--- src/rtl/audio_pkg.sv ---
`default_nettype none
// ============================================================================
// audio_pkg
// ----------------------------------------------------------------------------
// Shared widths and amplitude for the tone generator / I2S transmitter, plus
// the square-wave sample function used at every frame start.
// Revision: 1.0 - initial release
// ============================================================================
package audio_pkg;

  localparam int DIV_W    = 9;
  localparam int SAMPLE_W = 24;
  localparam int FSTEP_W  = 32;

  localparam logic [SAMPLE_W-1:0] AMP_FULL = 24'h200000;

  // Square wave: sign from the phase MSB, amplitude attenuated by vol,
  // forced to zero when the step is zero (silence).
  function automatic logic [SAMPLE_W-1:0] waveform(
    input logic                phase_msb,
    input logic [FSTEP_W-1:0]  fstep,
    input logic [1:0]          vol
  );
    logic [SAMPLE_W-1:0] amp;
    amp = AMP_FULL >> vol;
    if (fstep == '0) begin
      return '0;
    end
    return phase_msb ? ('0 - amp) : amp;
  endfunction

endpackage

`default_nettype wire

--- src/rtl/counter.sv ---
`default_nettype none
// ============================================================================
// counter
// ----------------------------------------------------------------------------
// Generic free-running up/down counter with synchronous active-high reset.
// Wraps naturally at the width boundary.
// Ports:
//   clk_i    - clock
//   reset_i  - synchronous active-high reset (count -> 0)
//   up_i     - count up when set (and down_i clear)
//   down_i   - count down when set (and up_i clear)
//   count_o  - current count, straight from the register
// Revision: 1.0 - initial release
// ============================================================================
module counter #(
  parameter int WIDTH = 8
) (
  input  logic             clk_i,
  input  logic             reset_i,
  input  logic             up_i,
  input  logic             down_i,
  output logic [WIDTH-1:0] count_o
);

  logic [WIDTH-1:0] count_q;
  logic [WIDTH-1:0] count_d;

  always_comb begin
    count_d = count_q;
    if (up_i && !down_i) begin
      count_d = count_q + 1'b1;
    end else if (down_i && !up_i) begin
      count_d = count_q - 1'b1;
    end
  end

  always_ff @(posedge clk_i) begin
    if (reset_i) begin
      count_q <= '0;
    end else begin
      count_q <= count_d;
    end
  end

  assign count_o = count_q;

endmodule

`default_nettype wire

--- src/rtl/tone_i2s_tx.sv ---
`default_nettype none
// ============================================================================
// tone_i2s_tx
// ----------------------------------------------------------------------------
// Square-wave tone generator driving an I2S DAC. A 9-bit divider defines a
// 512-cycle frame (two 32-slot channels); once per frame the phase
// accumulator advances and a new sample is latched, then serialised MSB
// first with the one-bit I2S delay, identical on left and right.
// Ports:
//   clk_i         - system clock
//   reset_i       - synchronous active-high reset
//   fstep_i       - phase step, sampled at frame start (0 = silence)
//   vol_i         - attenuation, sampled at frame start
//   mclk_o        - clk/2 master clock
//   sclk_o        - clk/8 bit clock
//   lrck_o        - clk/512 word select (0 = left)
//   sdata_o       - serial data, changes on sclk falling edges
//   sample_tick_o - one-cycle pulse in the frame-start cycle
// Revision: 1.0 - initial release
// ============================================================================
module tone_i2s_tx
  import audio_pkg::*;
(
  input  logic               clk_i,
  input  logic               reset_i,
  input  logic [FSTEP_W-1:0] fstep_i,
  input  logic [1:0]         vol_i,
  output logic               mclk_o,
  output logic               sclk_o,
  output logic               lrck_o,
  output logic               sdata_o,
  output logic               sample_tick_o
);

  localparam logic [DIV_W-1:0] DIV_LAST  = '1;
  localparam logic [DIV_W-1:0] HALF_LAST = DIV_W'(255);

  logic [DIV_W-1:0]    div_q;
  logic [FSTEP_W-1:0]  phase_q, phase_d;
  logic [FSTEP_W-1:0]  fstep_q, fstep_d;
  logic [1:0]          vol_q, vol_d;
  logic [SAMPLE_W-1:0] sample_q, sample_d;
  logic [31:0]         sreg_q, sreg_d;
  logic                sdata_q, sdata_d;
  logic                tick_q, tick_d;

  counter #(
    .WIDTH (DIV_W)
  ) u_div (
    .clk_i   (clk_i),
    .reset_i (reset_i),
    .up_i    (1'b1),
    .down_i  (1'b0),
    .count_o (div_q)
  );

  // All decisions look at the current divider value, i.e. they describe
  // what happens on the edge entering the next value.
  always_comb begin
    phase_d  = phase_q;
    fstep_d  = fstep_q;
    vol_d    = vol_q;
    sample_d = sample_q;
    sreg_d   = sreg_q;
    sdata_d  = sdata_q;
    // Registered so the pulse cannot appear in the first cycle out of reset,
    // which has div_q == 0 without a 511 -> 0 transition.
    tick_d   = (div_q == DIV_LAST);

    if (div_q == DIV_LAST) begin
      fstep_d  = fstep_i;
      vol_d    = vol_i;
      sample_d = waveform(phase_q[FSTEP_W-1], fstep_q, vol_q);
      phase_d  = (fstep_q == '0) ? '0 : phase_q + fstep_q;
      sreg_d   = {sample_d, 8'b0};
      sdata_d  = 1'b0;
    end else if (div_q == HALF_LAST) begin
      sreg_d   = {sample_q, 8'b0};
      sdata_d  = 1'b0;
    end else if (div_q[2:0] == 3'b111) begin
      // Entering a slot boundary = falling edge of sclk_o.
      sdata_d  = sreg_q[31];
      sreg_d   = {sreg_q[30:0], 1'b0};
    end
  end

  always_ff @(posedge clk_i) begin
    if (reset_i) begin
      phase_q  <= '0;
      fstep_q  <= '0;
      vol_q    <= '0;
      sample_q <= '0;
      sreg_q   <= '0;
      sdata_q  <= 1'b0;
      tick_q   <= 1'b0;
    end else begin
      phase_q  <= phase_d;
      fstep_q  <= fstep_d;
      vol_q    <= vol_d;
      sample_q <= sample_d;
      sreg_q   <= sreg_d;
      sdata_q  <= sdata_d;
      tick_q   <= tick_d;
    end
  end

  assign mclk_o        = div_q[0];
  assign sclk_o        = div_q[2];
  assign lrck_o        = div_q[8];
  assign sdata_o       = sdata_q;
  assign sample_tick_o = tick_q;

endmodule

`default_nettype wire

--- config.mk ---
export PLATFORM = sky130hd
export DESIGN_NAME = tone_i2s_tx
export DESIGN_NICKNAME = d
export VERILOG_FILES = /design/src/rtl/audio_pkg.sv /design/src/rtl/counter.sv /design/src/rtl/tone_i2s_tx.sv
export SDC_FILE = /design/constraint.sdc
export NUM_CORES = 1
export LEC_CHECK = 0
export CORE_MARGIN = 4
export CORE_UTILIZATION = 60
export DETAILED_ROUTE_END_ITERATION = 16
export MAX_ROUTING_LAYER = met4
export PLACE_DENSITY = 0.82
export SYNTH_ARGS = -nofsm -noshare
export SYNTH_HDL_FRONTEND = slang
export SYNTH_SLANG_ARGS = --single-unit
--- constraint.sdc ---
create_clock -name clk_i -period 6.8 [get_ports clk_i]
set_input_delay 0.68 -clock clk_i [delete_from_list [all_inputs] [get_ports clk_i]]
set_output_delay 0.68 -clock clk_i [all_outputs]
set_load 0.02 [all_outputs]
==> results.yml, run 1 <==
synth:
  post_synth_instance_area_sq_mm: 0.00499
  synth-warning-count: 0
  synthesis.area_per_instance_sq_um: 8.46
  post_synth_num_cell_types: 58
  synth_top_cells_by_area: "dfxtp_1, ha_1, mux2i_1, nor2_1, a21oi_1"
  synth_commonest_cells: "dfxtp_1, nor2_1, nand2_1"
  async_reset_ff_frac: 0
  post_synth_edffs: 0
  postSynthRegisterBits: 89
  postSynthNetCount: 663
  ys_seq_area_frac: 0.357
  synth_top_cell_area_share: 0.357
  synthCells: 590
  primary_ff_master_synth: "dfxtp_1"
  synth.largest_area_cell: "dfxtp_1"
  yosys.cell_count.top_type: "dfxtp_1"
placed_design:
  dp.cells: 712
  count_of_buffers_inserted_at_the_top_level_ports: 40
  place_worst_setup_slack_ns: 3.30
  globalplace.congestion: 0.882
  dpl.hpwl_um: 7890
  placement.cell_area_sq_mm: 0.00545
detailed_routing:
  avgRoutedWirePerCell_um: 15.1
  routed_wl_um: 11000
  via_count: 4268
  firstDrtPassIters: 5
  detail-route-antenna-nets: 0
  detail_route.iter0.violations: 151
  average_vias_per_placed_instance: 5.86
  post-route-drc-count: 0
status:
  outcome: "finished, final reports clean"
die:
  boundaryPins: 41
  floorplan.initialDensity: 0.611
  fp.dieArea_sq_mm: 0.00985
  rows: 33
  die_height_um: 99.2
  core_sq_mm: 0.00818
  fp.dieW_um: 99.2
worst_setup_path:
  crit-reg2reg-capture: "phase_q[31]$_SDFFE_PP0P_"
  worst_path_max_delay_cell: "nor2b_1"
  rr_startpoint: "u_div.count_o[0]$_SDFF_PP0_"
  required_ns: 7.09
  timing.setup.critical_path_class: "register to register"
  cp_common_cell: "nor2b_1"
  worst_setup_path_end_kind: "register"
  cp_slowest_stage_delay_ns: 0.70
  chain_of_cells_forming_the_critical_path: "ha_1 > nand3_1 > nor2_1 > ha_2 > nor2b_1 > nor2b_1 > inv_2 > or4_1 > mux2_1 > a22oi_1"
  crit_path_max_fanout: 29
  timing.reg2reg.worst_path_depth: 10
  critical_path.startpoint: "u_div.count_o[0]$_SDFF_PP0_"
  crit_end: "phase_q[31]$_SDFFE_PP0P_"
  worst-endpoint-arrival_ns: 3.82
  setup.reg_to_reg.worst_slack_ns: 3.27
  critical_path.startpoint_type: "register"
clocking:
  numClockSinks: 89
  insertion_delay_ns: 0.37
  cts_repair_resize_count: 0
  tritoncts: "built"
  cts.path.max_buffers: 2
  postCtsSetupRepairBufs: 0
  tritoncts.num_buffers: 9
  cts-hold-fix-buffers: 0
  library_cell_used_as_clock_root_buffer: "clkbuf_8"
  h-tree-depth: 3
  clk_pin_slew_ns: 0.09
cells_and_area:
  utilization: 0.691
  nets: 691
  syn_to_final_growth_pct: 13.1
  fraction_of_final_layout_cells_with_drive_strength_greater_than_1: 0.0546
  fin_area_sq_mm: 0.00565
  antenna_cells: 0
  layoutNonFillerInstCount: 728
sta:
  final-setup-viol-count: 0
  timing_worst_slew_pin_value_ns: 0.857
  finalCriticalPeriod_ns: 3.53
  timing.final.ws_setup_ns: 3.27
  fin_skew_ns: 0.0131
  timing.fmax_ghz: 0.284
  timing.slew.headroom: 0.427
  hold_viol_final: 0
  finalCritPeriodShare: 0.519
  timing.final.max_slew_violations: 0
  worst_hold_margin_ns: 0.457
  setup_tns_ns: 0
  grt_setup_unrepaired: "no"
min_path:
  min_path_type: "register to register"
  timing.hold.worst.start: "phase_q[28]$_SDFFE_PP0P_"
power:
  worst_ir_drop_on_vdd_uv: 89.5
  power.density_mw_per_mm2: 165
  cellLeakagePower_nw: 2.21
  totalPowerFinal_mw: 0.935
global_routing:
  globalRouteOverflowTotal: 0
  grt_start_max_net_pins: 59
  grt.total_usage: 0.239
  first_pass_grt_wire_length_um: 18800
  grt_pass1_vias: 4118
  antenna_found_initial: 0
flow_run:
  drv_cap: 0
==> flip-flops by register name, indices dropped and copies added, names as in the netlist <==
signal	count
sample_q	6
phase_q	32
sample_tick_o	1
u_div.count_o	9
fstep_q	32
sdata_o	1
sreg_q	6
vol_q	2
==> worst min path at each step <==
stage / cells after the start / end
final: 2 / phase_q[28]$_SDFFE_PP0P_
after global routing: 2 / phase_q[19]$_SDFFE_PP0P_
after CTS: 2 / phase_q[28]$_SDFFE_PP0P_
after detailed placement: 2 / phase_q[28]$_SDFFE_PP0P_
after global placement: 2 / phase_q[13]$_SDFFE_PP0P_
after floorplan: 2 / phase_q[13]$_SDFFE_PP0P_
==> placed cells by master (no fill, tap or decap), drive strengths merged, types with 3 or more instances in the layout <==
cell type,synthesis,final
dfxtp,89,89
nor2,66,66
nand2,54,54
a21oi,48,48
o21ai,47,47
clkdlybuf4s50,0,39
mux2i,37,37
ha,36,36
inv,16,18
xor2,15,15
xnor2,15,15
a21o,14,14
nand3,12,12
nand2b,10,10
nor2b,10,10
nor4,9,9
clkbuf,18,9
o21bai,8,8
and3,8,8
nor3,8,8
o21a,6,6
o211ai,6,6
a31oi,5,5
a22o,4,4
buf,8,4
nand3b,3,3
nand4,3,3
a211oi,3,3
o31ai,3,3
or3,3,3
mux2,3,3
clkinv,0,3
==> power by group <==
group / internal [mW] / switching (mW) / total [mW]
clock: 0.173 / 0.202 / 0.376
sequential: 0.522 / 0.00127 / 0.524
combinational: 0.0214 / 0.0140 / 0.0355
==> critical path: cells and delay by family, from the launching register on <==
kind | cells | cell delay [ns]
AO/OA/AOI/OAI | 1 | 0.13
adder cells (fa/ha/maj) | 2 | 0.41
buffers and inverters | 1 | 0.44
flip-flops | 1 | 0.38
multiplexers | 1 | 0.30
AND/OR/NAND/NOR | 5 | 1.80
==> cell families after synthesis <==
group / Yosys count / share of synthesized area
multiplexers: 40 / 0.0809
XOR/XNOR: 30 / 0.0526
AO/OA/AOI/OAI: 158 / 0.202
buffers and inverters: 42 / 0.0321
flip-flops: 89 / 0.357
adder cells (fa/ha/maj): 37 / 0.0942
AND/OR/NAND/NOR: 194 / 0.181
==> area by class of cell <==
type	instances	area, sq um
timing repair buffer	43	418
inverter	16	60.1
tap	105	131
clock inverter	7	77.6
sequential	89	1780
multi-input combinational	459	3060
clock buffer	9	124
fill	669	2530
==> routing by layer <==
metal,part of all wire,global-route usage,wire length (um),up-vias
li1,-,-,-,2162
met1,0.46,0.296,5020,1983
met2,0.47,0.380,5160,100
met3,0.047,0.0540,519,23
met4,0.027,0.0893,297,0
met5,0,-,0,-
(Power assumes the default switching activity.)
==> inputs of run 2 (changes only) <==
--- a/config.mk
+++ b/config.mk
@@ -6,10 +6,10 @@
 export NUM_CORES = 1
 export LEC_CHECK = 0
 export CORE_MARGIN = 4
-export CORE_UTILIZATION = 60
+export CORE_UTILIZATION = 59
 export DETAILED_ROUTE_END_ITERATION = 16
 export MAX_ROUTING_LAYER = met4
-export PLACE_DENSITY = 0.82
+export PLACE_DENSITY = 0.81
 export SYNTH_ARGS = -nofsm -noshare
 export SYNTH_HDL_FRONTEND = slang
 export SYNTH_SLANG_ARGS = --single-unit
==> constraint.sdc (replaced) <==
create_clock -name clk_i -period 3.3 [get_ports clk_i]
set_input_delay 0.33 -clock clk_i [delete_from_list [all_inputs] [get_ports clk_i]]
set_output_delay 0.33 -clock clk_i [all_outputs]
set_load 0.02 [all_outputs]
==> run 2 against run 1 <==
Against the previous run: combinational power increased by 110%; cell count increased by 0.14%; count of clock-buffer cells in the layout increased by 1; die area increased by 1.5%; via count increased by 0.16%; design area about the same; flip-flop and latch count unchanged; sequential power increased by 110%; register-to-register slack got worse by 2.7 ns; worst hold slack got worse by 0.26 ns; critical path depth unchanged.
==> results.yml, run 2 (synthesized netlist as in run 1, its figures left out) <==
die:
  boundaryPins: 41
  rows: 33
  die_height_um: 100
  core_sq_mm: 0.00822
  fp.dieW_um: 100
  floorplan.initialDensity: 0.608
  fp.dieArea_sq_mm: 0.0100
placed_design:
  count_of_buffers_inserted_at_the_top_level_ports: 40
  dp.cells: 713
  dpl.hpwl_um: 7930
  place_worst_setup_slack_ns: 0.589
  globalplace.congestion: 0.985
worst_setup_path:
  worstPathBufferInverterCount: 1
  cp_slowest_stage_delay_ns: 0.53
  timing.setup.critical_path_class: "register to register"
  chain_of_cells_forming_the_critical_path: "ha_1 > nand3_1 > nor2_1 > ha_2 > nor2b_1 > nor2b_1 > inv_2 > or4_1 > mux2_1 > a22oi_1"
  worst_setup_path_end_kind: "register"
  crit_path_max_fanout: 29
  setup.reg_to_reg.worst_slack_ns: 0.58
  timing.reg2reg.worst_path_depth: 10
  worst_path_max_delay_cell: "or4_1"
  required_ns: 3.60
  worst-endpoint-arrival_ns: 3.01
  crit_end: "phase_q[31]$_SDFFE_PP0P_"
  crit-reg2reg-capture: "phase_q[31]$_SDFFE_PP0P_"
  rr_startpoint: "u_div.count_o[0]$_SDFF_PP0_"
  critical_path.startpoint: "u_div.count_o[0]$_SDFF_PP0_"
  crit_cells: 10
  cp_common_cell: "nor2b_1"
  critical_path.startpoint_type: "register"
  critical-path-top-delay-family: "simple AND/OR/NAND/NOR gates"
detailed_routing:
  via_count: 4275
  post-route-drc-count: 0
  average_vias_per_placed_instance: 5.86
  detail-route-antenna-nets: 0
  routed_wl_um: 10900
  detail_route.iter0.violations: 195
  avgRoutedWirePerCell_um: 14.9
  firstDrtPassIters: 5
sta:
  timing.final.ws_setup_ns: 0.585
  worst_hold_margin_ns: 0.200
  timing_worst_slew_pin_value_ns: 0.972
  timing.slew.headroom: 0.351
  timing.final.max_slew_violations: 0
  timing.fmax_ghz: 0.368
  grt_setup_unrepaired: "no"
  setup_tns_ns: 0
  final-setup-viol-count: 0
  fin_skew_ns: 0.00734
  finalCritPeriodShare: 0.823
  hold_viol_final: 0
  finalCriticalPeriod_ns: 2.72
power:
  netSwitchingFraction: 0.239
  power.sequential.fraction: 0.577
  p_comb_frac: 0.039
  internal-power_mw: 1.42
  clkPwrFrac: 0.384
  power.density_mw_per_mm2: 332
  worst_ir_drop_on_vdd_uv: 207
  power.switching_mw: 0.448
  cellLeakagePower_nw: 2.21
clocking:
  h-tree-depth: 3
  tritoncts: "built"
  tritoncts.num_buffers: 9
  insertion_delay_ns: 0.37
  numClockSinks: 89
  library_cell_used_as_clock_root_buffer: "clkbuf_8"
  cts.path.max_buffers: 2
  cts_repair_resize_count: 0
  cts-hold-fix-buffers: 0
  postCtsSetupRepairBufs: 0
  clk_pin_slew_ns: 0.09
cells_and_area:
  antenna_cells: 0
  nets: 692
  layoutNonFillerInstCount: 729
  multi_input_comb_area_sq_mm: 0.00306
  leading_cell_type_in_the_layout_fill_and_taps_excluded: "dfxtp_1"
  mostFrequentLayoutCells: "dfxtp_1, nor2_1, nand2_1, a21oi_1, clkdlybuf4s50_1"
  layout.area.seq_sq_mm: 0.00178
  syn_to_final_growth_pct: 13.1
  fraction_of_final_layout_cells_with_drive_strength_greater_than_1: 0.0561
  nFillCells: 682
global_routing:
  grt_pass1_vias: 4030
  antenna_found_initial: 0
  grt.total_usage: 0.231
  globalRouteOverflowTotal: 0
  grt_start_max_net_pins: 57
  first_pass_grt_wire_length_um: 18300
min_path:
  min_path_type: "primary input to register"
status:
  outcome: "finished, final reports clean"
flow_run:
  drv_cap: 0
run 2: worst min-delay path by stage:
stage | start | endpoint | slack (ns) | depth (start not counted)
after floorplan | reset_i | sample_tick_o$_SDFF_PP0_ | 0.41 | 1
after global placement | u_div.count_o[0]$_SDFF_PP0_ | u_div.count_o[0]$_SDFF_PP0_ | 0.44 | 1
after detailed placement | phase_q[17]$_SDFFE_PP0P_ | phase_q[17]$_SDFFE_PP0P_ | 0.45 | 2
after CTS | reset_i | sample_tick_o$_SDFF_PP0_ | 0.18 | 2
after global routing | reset_i | sample_tick_o$_SDFF_PP0_ | 0.19 | 2
final | reset_i | sample_tick_o$_SDFF_PP0_ | 0.20 | 2
run 2: per-stage QoR:
stage / utilization / area [sq um] / power [mW]
floorplan: - / 4990 / 1.13
global placement: 0.664 / 5460 / 1.18
detailed placement: 0.664 / 5460 / 1.18
CTS: 0.687 / 5650 / 1.89
global route: 0.687 / 5650 / 1.94
finish: 0.687 / 5650 / 1.87
run 2: worst reg2reg max path, stage by stage (launching register included):
cell,delay [ns]
dfxtp_1,0.37
ha_1,0.18
nand3_1,0.14
nor2_1,0.19
ha_2,0.20
nor2b_1,0.16
nor2b_1,0.22
inv_2,0.22
or4_1,0.54
mux2_1,0.29
a22oi_1,0.13
run 2: cell type report:
class | count | area share
well taps | 105 | 0.0233
inverters | 16 | 0.0106
clock buffers | 10 | 0.0244
multi-input cells | 459 | 0.541
flip-flops and latches | 89 | 0.316
repair buffers | 44 | 0.0754
clock inverters | 6 | 0.00931
run 2: power by group through the flow:
stage / Clock (mW) / Sequential, mW / Combinational [mW]
final: 0.719 / 1.08 / 0.0732
after global routing: 0.784 / 1.08 / 0.0789
after CTS: 0.733 / 1.08 / 0.0744
after detailed placement: 0 / 1.10 / 0.0741
after global placement: 0 / 1.10 / 0.0729
after floorplan: 0 / 1.11 / 0.0203
run 2: metal layers:
layer  GRT usage  part of all wire
met4      0.0622             0.013
met2       0.373              0.47
met1       0.296              0.47
met5           -                 0
met3      0.0466             0.053
==> RTL edit: new RTL, config.mk and constraints of run 2 <==
Change the package constant `FSTEP_W` from 32 to 16.
--- a/src/rtl/audio_pkg.sv
+++ b/src/rtl/audio_pkg.sv
@@ -12,3 +12,3 @@
   localparam int SAMPLE_W = 24;
-  localparam int FSTEP_W  = 32;
+  localparam int FSTEP_W  = 16;
 
Interface: changed (resized fstep_i); port bits go from 41 to 25. No check against the original RTL was run, so the function may have changed too.
==> RTL edit against run 2 <==
- die area is 39% lower
- synthesized area shrank 42%
- routed wire length decreased by 41%
- via count decreased by 42%
- worst setup slack improved by 55 ps
- global-route usage grew 0.10 points
- sequential power fell by 36%
- total power fell by 22%
- count of clock-buffer cells in the layout up 1
- cell area down 39%
- sequential cell count decreased by 32
- largest cell class unchanged
==> RTL edit: results (changes against run 2) <==
* Reg2reg path depth at 11 (+1)
* Tightest Pin Transition at 1093 ps (+121.4 ps)
* Hold WC Path Type: flop to flop
* Antenna fix cells at 0 (unchanged)
* Met2 Wirelength at 2977 µm (-41%)
* Syn Nets at 380 (-43%)
* Arr. time, crit path at 2930 ps (-80 ps)
* Max VDD drop at 0.0003278 V (+58%)
* CP delay by family, top: simple AND/OR/NAND/NOR gates
* R2r setup slk at 640 ps (+60 ps)
* Distinct cells, synth at 43 (-26%)
* Via Count at 2477 (-42%)
* Met1 Routed Length at 2927 µm (-42%)
* Met2 usage at 35.70% (-1.6 points)
* First-pass GRT wire length at 10940 µm (-40%)
* Post-synthesis sequential area ratio at 39.12% (+3.4 points)
* Hold Slack at 465.6 ps (+265.7 ps)
* Post-Place Setup Slack at 699.8 ps (+110.8 ps)
* Final clock skew at 13.87 ps (+6.522 ps)
* Worst setup path end: phase_q[13]
* Post-synth EDFFs at 0 (unchanged)
* Slowest stage cell, crit path: dfxtp_1
* Worst path max stage delay at 390 ps (-140 ps)
* Vias per inst at 5.734 (-2.2%)
* Vias in the first global route at 2393 (-41%)
* Initial DRT Pass Iterations at 4 (-1)
* Post-CTS setup buffer count at 0 (unchanged)
* Share of cells above drive strength 1 at 6.575% (+0.97 points)
* Status: finished, final reports clean
* Met3 GRT Util at 5.734% (+1.1 points)
* 1st-iter DRT viols at 119 (-39%)
* CP max FO at 12 (-59%)
* Detailed Place HPWL at 4537 µm (-43%)
* Syn avg cell area at 8.603 µm² (+1.7%)
* Largest net degree at the start of global routing at 35 (-39%)
* Minimum clock period at 2660 ps (-55.41 ps)
* CTS Buf Count at 9 (unchanged)
* Fin nets at 401 (-42%)
* Routed met3 length at 324 µm (-44%)
* Leak pwr at 1.311 nW (-41%)
* Met1 Use GR at 28.97% (-0.59 points)
* Synth cell count leaders: dfxtp_1 (57), nor2_1 (39), a21oi_1 (31)
* Cell Area, Placed at 3202 µm² (-41%)
* GR Util All Layers at 23.16% (+0.10 points)
* Clock Pin Slew Worst Setup and Hold Paths at 70 ps (-20 ps)
* Worst-Skew Late Latency at 330 ps (-40 ps)
* Placed cells at 416 (-42%)
* Mean routed wirelength per cell at 14.79 µm (-0.73%)
* PortBufs at 24 (-40%)
* Synth area leaders: dfxtp_1 (39%), ha_1 (8.6%), mux2i_1 (6.9%)
* Routability congestion estimate at 0.8932 (-9.3%)
==> RTL edit: cell types whose count changed after synthesis, moves of 7 or more <==
cell | run 2 | this run
dfxtp_1 | 89 | 57
o21bai_1 | 8 | 1
o21ai_0 | 38 | 17
a21oi_1 | 46 | 31
nor2_1 | 66 | 39
a21o_1 | 14 | 6
xor2_1 | 15 | 8
mux2i_1 | 37 | 20
xnor2_1 | 15 | 5
nand2_1 | 53 | 24
ha_1 | 36 | 20
and3_1 | 8 | 1
==> RTL edit: worst min-delay path by stage <==
| stage | startpoint | to | cells after the start |
|---|---|---|---|
| floorplan | phase_q[11] | phase_q[11] | 2 |
| detailed placement | phase_q[9] | phase_q[9] | 2 |
| global placement | phase_q[7] | phase_q[7] | 2 |
| CTS | phase_q[9] | phase_q[9] | 2 |
| global route | phase_q[2] | phase_q[2] | 2 |
| finish | phase_q[9] | phase_q[9] | 2 |
==> RTL edit: final cells by class <==
class | instances | area (µm²)
well taps | 67 | 83.83
clock inverters | 5 | 78.83
inverters | 15 | 56.30
clock buffers | 11 | 141.4
repair buffers | 28 | 270.3
flip-flops and latches | 57 | 1141
fillers | 400 | 1333
multi-input cells | 249 | 1650
==> RTL edit: logic make-up (layout without fill, tap and decap cells) <==
logic type                 after synthesis  count (layout)  share of synthesized area (%)
and+or+nand+nor                        111             111                          18.19
AOI/OAI and AO/OA                       83              83                          17.98
DFF                                     57              57                          39.12
buffers and inverters                   33              59                          4.290
adders and majority gates               21              21                          9.266
muxes                                   21              21                          7.250
xor gates and xnor gates                13              13                          3.904
==> RTL edit: where the power goes <==
group | internal [W] | total, W | switching, W
sequential | 0.000692 | 0.000695 | 0.00000335
combinational | 0.0000281 | 0.0000488 | 0.0000207
clock | 0.000445 | 0.000724 | 0.000280
total | 0.00116 | 0.00147 | 0.000304
